--- src/rtl/mem_write_buffer.sv ---
`default_nettype none
// ============================================================================
// Module   : mem_write_buffer
// Purpose  : Collects byte writes into masked 16-bit word writes, queues the
//            words in a circular FIFO and drains them to the SDRAM controller
//            through a show-ahead output register with a req/ack handshake.
// Revision : 1.0 - initial release
// ============================================================================
module mem_write_buffer #(
    parameter int ADDRESS_WIDTH = 25,
    parameter int DEPTH_LOG2    = 4,
    parameter int FLUSH_CYCLES  = 64
) (
    input  logic                     clk_sys,
    input  logic                     reset_n,
    input  logic [ADDRESS_WIDTH-1:0] wr_addr_in,
    input  logic [7:0]               wr_data_in,
    input  logic                     wr_valid_in,
    output logic                     fifo_full,
    output logic [ADDRESS_WIDTH-2:0] sdram_addr,
    output logic [15:0]              sdram_data,
    output logic [1:0]               sdram_be,
    output logic                     sdram_req,
    input  logic                     sdram_ack,
    output logic [DEPTH_LOG2:0]      fifo_level,
    output logic                     overflow
);

    localparam int c_DEPTH   = 1 << DEPTH_LOG2;
    localparam int c_IDLE_W  = $clog2(FLUSH_CYCLES + 1);
    localparam int c_WORD_W  = (ADDRESS_WIDTH - 1) + 16 + 2;
    localparam int c_LVL_W   = DEPTH_LOG2 + 1;

    localparam logic [c_IDLE_W-1:0]   c_IDLE_LAST = c_IDLE_W'(FLUSH_CYCLES - 1);
    localparam logic [c_IDLE_W-1:0]   c_IDLE_ONE  = c_IDLE_W'(1);
    localparam logic [c_LVL_W-1:0]    c_LVL_CAP   = c_LVL_W'(c_DEPTH);
    localparam logic [c_LVL_W-1:0]    c_LVL_HIGH  = c_LVL_W'(c_DEPTH - 1);
    localparam logic [c_LVL_W-1:0]    c_LVL_ONE   = c_LVL_W'(1);
    localparam logic [DEPTH_LOG2-1:0] c_PTR_ONE   = DEPTH_LOG2'(1);

    typedef enum logic [0:0] {
        S_EMPTY   = 1'b0,
        S_PARTIAL = 1'b1
    } pend_state_t;

    // Pending word register
    pend_state_t              state_q,     state_d;
    logic [ADDRESS_WIDTH-2:0] pend_addr_q, pend_addr_d;
    logic [15:0]              pend_data_q, pend_data_d;
    logic [1:0]               pend_be_q,   pend_be_d;
    logic [c_IDLE_W-1:0]      idle_q,      idle_d;

    // FIFO
    logic [c_WORD_W-1:0]      mem_q [c_DEPTH];
    logic [DEPTH_LOG2-1:0]    wr_ptr_q;
    logic [DEPTH_LOG2-1:0]    rd_ptr_q;
    logic [c_LVL_W-1:0]       level_q, level_d;
    logic                     full_q;
    logic                     ovf_q;

    // Output register
    logic [ADDRESS_WIDTH-2:0] out_addr_q;
    logic [15:0]              out_data_q;
    logic [1:0]               out_be_q;
    logic                     out_req_q;

    // Combinational decode of the incoming byte
    logic [ADDRESS_WIDTH-2:0] w_new_addr;
    logic [15:0]              w_new_data;
    logic [1:0]               w_new_be;
    logic                     w_mergeable;
    logic                     w_fifo_at_cap;
    logic                     w_push_req;
    logic                     w_push_ok;
    logic                     w_drop;
    logic                     w_pop;
    logic [c_WORD_W-1:0]      w_push_word;

    assign w_new_addr    = wr_addr_in[ADDRESS_WIDTH-1:1];
    assign w_new_data    = wr_addr_in[0] ? {wr_data_in, 8'h00} : {8'h00, wr_data_in};
    assign w_new_be      = wr_addr_in[0] ? 2'b10 : 2'b01;
    assign w_mergeable   = (pend_addr_q == w_new_addr) && ((pend_be_q & w_new_be) == 2'b00);
    assign w_fifo_at_cap = (level_q == c_LVL_CAP);
    assign w_push_ok     = w_push_req && !w_fifo_at_cap;
    // Only a byte can be lost; a blocked idle flush simply retries next cycle.
    assign w_drop        = w_push_req && w_fifo_at_cap && wr_valid_in;
    assign w_pop         = (level_q != '0) && (!out_req_q || sdram_ack);

    // Pending-word next state: decides what gets pushed and what stays pending
    always_comb begin
        state_d     = state_q;
        pend_addr_d = pend_addr_q;
        pend_data_d = pend_data_q;
        pend_be_d   = pend_be_q;
        idle_d      = idle_q;
        w_push_req  = 1'b0;
        w_push_word = {pend_addr_q, pend_data_q, pend_be_q};
        case (state_q)
            S_EMPTY: begin
                idle_d = '0;
                if (wr_valid_in) begin
                    pend_addr_d = w_new_addr;
                    pend_data_d = w_new_data;
                    pend_be_d   = w_new_be;
                    state_d     = S_PARTIAL;
                end
            end
            default: begin
                if (wr_valid_in) begin
                    idle_d     = '0;
                    w_push_req = 1'b1;
                    if (w_mergeable) begin
                        // Second half of the word: push the completed word now
                        w_push_word = {pend_addr_q, pend_data_q | w_new_data,
                                       pend_be_q | w_new_be};
                        if (!w_fifo_at_cap) begin
                            state_d = S_EMPTY;
                        end
                    end else if (!w_fifo_at_cap) begin
                        // Push the old word as-is, the new byte starts a new one
                        pend_addr_d = w_new_addr;
                        pend_data_d = w_new_data;
                        pend_be_d   = w_new_be;
                    end
                end else if (idle_q == c_IDLE_LAST) begin
                    w_push_req = 1'b1;
                    if (!w_fifo_at_cap) begin
                        state_d = S_EMPTY;
                        idle_d  = '0;
                    end
                end else begin
                    idle_d = idle_q + c_IDLE_ONE;
                end
            end
        endcase
    end

    // Pending-word FSM state and register
    always_ff @(posedge clk_sys or negedge reset_n) begin
        if (!reset_n) begin
            state_q     <= S_EMPTY;
            pend_addr_q <= '0;
            pend_data_q <= '0;
            pend_be_q   <= '0;
            idle_q      <= '0;
        end else begin
            state_q     <= state_d;
            pend_addr_q <= pend_addr_d;
            pend_data_q <= pend_data_d;
            pend_be_q   <= pend_be_d;
            idle_q      <= idle_d;
        end
    end

    // FIFO storage written at the tail on every accepted push
    always_ff @(posedge clk_sys) begin
        if (w_push_ok) begin
            mem_q[wr_ptr_q] <= w_push_word;
        end
    end

    // Occupancy: a simultaneous push and pop leaves the level unchanged
    always_comb begin
        level_d = level_q;
        if (w_push_ok && !w_pop) begin
            level_d = level_q + c_LVL_ONE;
        end else if (!w_push_ok && w_pop) begin
            level_d = level_q - c_LVL_ONE;
        end
    end

    // FIFO pointers, level, registered full flag and sticky overflow
    always_ff @(posedge clk_sys or negedge reset_n) begin
        if (!reset_n) begin
            wr_ptr_q <= '0;
            rd_ptr_q <= '0;
            level_q  <= '0;
            full_q   <= 1'b0;
            ovf_q    <= 1'b0;
        end else begin
            if (w_push_ok) begin
                wr_ptr_q <= wr_ptr_q + c_PTR_ONE;
            end
            if (w_pop) begin
                rd_ptr_q <= rd_ptr_q + c_PTR_ONE;
            end
            level_q <= level_d;
            // Lags the level by one cycle; the spare entry covers the byte in flight
            full_q  <= (level_q >= c_LVL_HIGH);
            ovf_q   <= ovf_q | w_drop;
        end
    end

    // Show-ahead output register: refill when empty or when being consumed
    always_ff @(posedge clk_sys or negedge reset_n) begin
        if (!reset_n) begin
            out_addr_q <= '0;
            out_data_q <= '0;
            out_be_q   <= '0;
            out_req_q  <= 1'b0;
        end else if (w_pop) begin
            {out_addr_q, out_data_q, out_be_q} <= mem_q[rd_ptr_q];
            out_req_q <= 1'b1;
        end else if (sdram_ack) begin
            out_req_q <= 1'b0;
        end
    end

    assign fifo_full  = full_q;
    assign sdram_addr = out_addr_q;
    assign sdram_data = out_data_q;
    assign sdram_be   = out_be_q;
    assign sdram_req  = out_req_q;
    assign fifo_level = level_q;
    assign overflow   = ovf_q;

endmodule
`default_nettype wire

--- config.mk ---
export PLATFORM = sky130hd
export DESIGN_NAME = mem_write_buffer
export DESIGN_NICKNAME = d
export VERILOG_FILES = /design/src/rtl/mem_write_buffer.sv
export SDC_FILE = /design/constraint.sdc
export NUM_CORES = 1
export LEC_CHECK = 0
export ABC_AREA = 1
export ABC_CLOCK_PERIOD_IN_PS = 3500
export CAP_MARGIN = 20
export CORE_UTILIZATION = 58
export CTS_BUF_LIST = sky130_fd_sc_hd__clkbuf_8
export DETAILED_ROUTE_END_ITERATION = 16
export GPL_TIMING_DRIVEN = 0
export PLACE_DENSITY = 0.79
export SLEW_MARGIN = 40
export SYNTH_ARGS = -nofsm -noshare
export SYNTH_HDL_FRONTEND = slang
export SYNTH_SLANG_ARGS = --single-unit
--- constraint.sdc ---
create_clock -name clk_sys -period 3.5 [get_ports clk_sys]
set_input_delay 0.7 -clock clk_sys [delete_from_list [all_inputs] [get_ports clk_sys]]
set_output_delay 0.7 -clock clk_sys [all_outputs]
set_load 0.02 [all_outputs]
# Yosys cells after proc, flatten, opt, wreduce, memory -nomap -nowiden

Memories as Yosys holds them, arrays and structs flattened. A register that Yosys moved wholly into a read port is not among the register bits.
Index checks and enable logic that the tools add are counted.

Output and inout bits: 50
Bits in writable memories: 672
Memories: 1
Word-level logic and storage cells: 85
Input bits: 37
Register bits: 66

Memory list:

| memory | depth | bits a word | rd ports | clocked after Yosys merged registers in | wr ports | RTL line | source |
|---|---|---|---|---|---|---|---|
| mem_q  | 16    | 42          | 1        | 1                                       | 1        | 54       | `logic [c_WORD_W-1:0] mem_q [c_DEPTH];` |

Reductions and logical operators: 18
Multiplexer cells: 39
Add/subtract/negate cells: 5
Order comparisons: 1
Bitwise logic cells: 4
Equal/unequal tests: 6

Operator list:

| operator            | count |
|---|---|
| $mux 24             | 5 |
| $mux 16             | 6 |
| $mux 18             | 3 |
| $mux 7              | 4 |
| $eq 24x24->1        | 1 |
| $or 16x16->16       | 1 |
| $mux 1              | 13 |
| $mux 2              | 6 |
| $mux 5              | 2 |
| $add 4x1->4 const B | 2 |
| $add 7x1->7 const B | 1 |
| $eq 7x6->1 const B  | 1 |
| $logic_and 1x1->1   | 7 |
| $add 5x1->5 const B | 1 |
| $eq 5x5->1 const B  | 1 |
| $ge 5x4->1 const B  | 1 |
| $logic_not 1->1     | 5 |
| $reduce_bool 5->1   | 1 |
| $sub 5x1->5 const B | 1 |
| $ne 2x2->1 const B  | 2 |
| $ne 4x4->1 const B  | 1 |
| $reduce_bool 2->1   | 2 |
| $reduce_and 3->1    | 1 |
| $and 2x2->2         | 1 |
| other kinds (4)     | 4 |

# Longest topological paths before layout

Gate-level depths: netlist of run 1.

Depth after elaboration: 9
Mapped depth: 17
Gate-level depth less buffers: 17

# Worst setup path after synthesis of run 1

OpenSTA, ideal clock, no wires.

Kind: input to register
From: input wr_valid_in
To: memory mem_q[0][0] (netlist bit), enable pin
Setup slack: -0.353 ns
Cell stages on the path: 7
Data required time: 3.058 ns
Setup time: 0.442 ns
Arrival time: 3.412 ns
Buffers on the path: 1
Cells stage by stage: clkbuf_1 > inv_1 > nand2_1 > inv_1 > nor3_4 > nand2_1 > nor2_1

Longest elaborated chain between the ends: 5

Ends and longest elaborated chain:

| element                      | RTL line | source |
|---|---|---|
| start: declaration           | 18       | `input logic wr_valid_in,` |
| $mux 1                       | 109      | `if (wr_valid_in) begin` |
| $mux 1                       | 98       | `case (state_q)` |
| $logic_and 1x1->1            | 84       | `assign w_push_ok = w_push_req && !w_fifo_at_cap;` |
| via w_push_ok                | 74       | `logic w_push_ok;` |
| $mux 1                       | 157      | `if (w_push_ok) begin` |
| $mux 1 (not written as such) | 158      | `mem_q[wr_ptr_q] <= w_push_word;` |
| end: declaration             | 54       |  |

The timed path passes the listed nets, and every way through them passes these cells.

# Final worst setup path of run 1

From: register pend_addr_q[13]
To: memory mem_q[10][2] (netlist bit) (data pin)

Longest elaborated chain between the ends: 5

Ends and longest elaborated chain:

| element                  | RTL line | source |
|---|---|---|
| start: declaration       | 48       | `logic [ADDRESS_WIDTH-2:0] pend_addr_q, pend_addr_d;` |
| start signal: assignment | 148      | `pend_addr_q <= pend_addr_d;` |
| $eq 24x24->1             | 82       | `assign w_mergeable = (pend_addr_q == w_new_addr) && ((pend_be_q & w_new_be) == 2'b00);` |
| $logic_and 1x1->1        | 82       |  |
| $mux 18                  | 112      | `if (w_mergeable) begin` |
| $mux 18                  | 109      |  |
| $mux 18                  | 98       |  |
| via w_push_word[2]       | 77       | `logic [c_WORD_W-1:0] w_push_word;` |

The timed path passes the listed nets, and every way through them passes these cells.

==> impl_metrics.ini, run 1 <==
[status]
outcome = completed

[pwr]
cellPowerDensity_nw_per_um2 = 814
peakVddDrop_mv = 0.543
p_leak_nw = 13.5
power.total_mw = 29.6

[detailed_routing]
route.detailed.drc = 0
routed_via_density = 6.23
ant_nets = 0
firstDrtPassIters = 6
totalWireLength_um = 84700
vias = 21900
drtIter0Drc = 3024
wire_per_inst_um = 24.1

[global_routing]
gr-usage-all-layers_pct = 31.2
overflow = 0
grt_max_degree = 62
grt_first_pass_wirelength_um = 126000
antenna_found_initial = 1
grt_pass1_vias = 21600

[synth]
synth_area_um2 = 31300
syn_inst = 2486
postSynthAreaPerCell_um2 = 12.6
ys_warn_count = 0
syn_nets = 2534
ys_seq_area_share_pct = 73.1
ys_types = 35
synth_seq_cells = 780

[setup_path]
endpoint_kind = flop
crit_required_ps = 3890
cp-start-kind = flop
cp.arrival_ps = 3760
crit_fanout = 19
criticalPathCategory = reg2reg

[cts]
cts_tree = built
path_clk_slew_ps = 60
cts_resized = 0
cts_buffer_depth = 3
postCtsSetupBuffers = 0
clock_latency_ps = 720
h-tree-depth = 3
clkSinkCount = 780
ctsRootBufferMaster = clkbuf_8
cts_made_buffers = 114

[place]
postPlaceCellArea_um2 = 34000
portBuffers = 85
place_congestion = 0.879
place_hpwl_um = 57300

[sta]
relSlewSlack_pct = 40.1
finalHoldViolCount = 0
fin_tns_setup_ps = 0
layout_min_cycle_time_ps = 3370
maxSlewViolCount = 0
clock.fmax_mhz = 297
finClkSkew_ps = 24.8
post-route-period-util_pct = 96.2
setup_violations = 0
worst_pin_slew_ps = 898
rsz0062_at_grt = yes

[cells_and_area]
final_area_um2 = 36300
drive_gt1_share_pct = 11.0
area_delta_synth_final_pct = 16.1
layout_common_cells = edfxtp_1, nand2_1, o21ai_0
nets = 2775
mostFrequentLayoutCell = edfxtp_1

[floorplanning]
chipWidth_um = 234
rows = 84
pin_count = 87
core_um2 = 53000
initial_core_util_pct = 59.1
dieArea_um2 = 54900
fp.dieH_um = 234

[min_path]
hold_class = reg2reg

[flow_run]
cap_violations = 0
logic make-up (layout without fill, tap and decap cells):
family	Yosys count	after routing	synth area share, %
and+or+nand+nor	857	857	11.1
AOI/OAI and AO/OA	515	515	9.48
muxes	53	53	1.69
buffers and inverters	243	581	3.40
xor gates and xnor gates	27	27	0.755
other	0	1	0
adders and majority gates	11	11	0.464
DFF	780	780	73.1
sequential cells by signal (all words and copies together) (netlist names):
signal and cells:
sdram_addr 24, sdram_be 2, overflow 1, pend_data_q 16, pend_be_q 2, mem_q 672, wr_ptr_q 4, fifo_level 5
fifo_full 1, state_q 1, idle_q 7, rd_ptr_q 4, pend_addr_q 24, sdram_data 16, sdram_req 1
cell type report:
cell class	count	area [µm²]
Antenna cell	1	2.50
Buffer	156	739
Clock buffer	131	1800
Clock inverter	82	507
Fill cell	3468	16600
Inverter	86	323
Multi-Input combinational cell	1463	7570
Sequential cell	780	22900
Tap cell	688	861
Timing Repair Buffer	126	1660
cells in the mapped netlist:
| cell type | number | area [µm²] |
|---|---|---|
| buf_6 | 5 | 56.3 |
| nor3_2 | 1 | 10.0 |
| nand2_2 | 1 | 6.26 |
| mux2i_1 | 53 | 531 |
| buf_2 | 47 | 235 |
| a22oi_1 | 2 | 15.0 |
| a211oi_1 | 1 | 7.51 |
| nor3_1 | 3 | 15.0 |
| o211ai_1 | 26 | 195 |
| inv_2 | 4 | 15.0 |
| buf_4 | 15 | 113 |
| nand4_1 | 46 | 288 |
| edfxtp_1 | 672 | 20200 |
| xor2_1 | 8 | 70.1 |
| a21oi_1 | 110 | 551 |
| clkinv_1 | 2 | 7.51 |
| inv_1 | 80 | 300 |
| o22ai_1 | 26 | 163 |
| o21bai_1 | 18 | 135 |
| o221ai_1 | 64 | 561 |
| nand3_1 | 92 | 460 |
| nor2_2 | 1 | 6.26 |
| nor4_1 | 1 | 6.26 |
| nor2_1 | 220 | 826 |
| xnor2_1 | 19 | 166 |
| dfrtp_1 | 108 | 2700 |
| o21ai_0 | 242 | 1210 |
| ha_1 | 10 | 125 |
| nand2_1 | 490 | 1840 |
| o21ai_1 | 26 | 130 |
| buf_1 | 14 | 52.6 |
| nand3_2 | 1 | 10.0 |
| fa_1 | 1 | 20.0 |
| clkbuf_1 | 76 | 285 |
| nor3_4 | 1 | 16.3 |
worst max-delay path, stage by stage, from the launching register on:
cell and delay, ps:
dfrtp_1 910, nand2_1 110, nand2_1 100, nand2_1 50, nor2_1 90, nand2_1 70
nor2_1 220, nand3_1 290, clkbuf_1 420, o21bai_2 770
where the power goes:
group	internal, mW	switching [mW]
logic	3.13	7.12
clock network	3.86	3.47
registers	11.3	0.664
total	18.3	11.3
worst paths after layout:
check                                      from             end  slack [ps]  depth (start not counted)
worst min-delay path             pend_data_q[9]  pend_data_q[9]         460                          2
worst min register to register   pend_data_q[9]  pend_data_q[9]         460                          2
worst max register to register  pend_addr_q[13]    mem_q[10][2]         130                          9
max in group asynchronous               reset_n   sdram_data[5]        2270                          3
min in group asynchronous               reset_n   fifo_level[1]         550                          2
worst max-delay path            pend_addr_q[13]    mem_q[10][2]         130                          9
repair_timing:
| action | in CTS | in global routing |
|---|---|---|
| hold endpoints to repair | 60 | 0 |
| setup endpoints to repair | 1 | 36 |
| hold buffers | 1 | 0 |
through the flow:
| stage | cells | utilization [%] | setup slack [ps] | hold slack (ps) |
|---|---|---|---|---|
| 6_report | 3513 | 68.6 | 132 | 463 |
| 2_1_floorplan | 2486 | - | -353 | 404 |
| 4_1_cts | 3512 | 68.6 | 142 | 432 |
| 5_1_grt | 3513 | 68.6 | -27.7 | 483 |
| 3_3_place_gp | 3259 | 62.3 | -3070 | 447 |
| 3_5_place_dp | 3299 | 64.2 | -602 | 456 |
layer usage:
layer / GRT usage (%) / vias to the layer above / routed length [µm]
met5: 0 / - / 0
met4: 13.7 / 0 / 3130
met3: 5.95 / 250 / 11000
met2: 50.4 / 1617 / 40000
met1: 41.7 / 10500 / 30600
li1: - / 9478 / -
Power figures use the tool's default switching activity.
==> inputs of run 2 (changes only) <==
Settings changed: CTS_CLUSTER_SIZE from default to 10.
==> results of run 2 <==
Same layout as run 1: the final DEF is identical, and so are final timing and power.
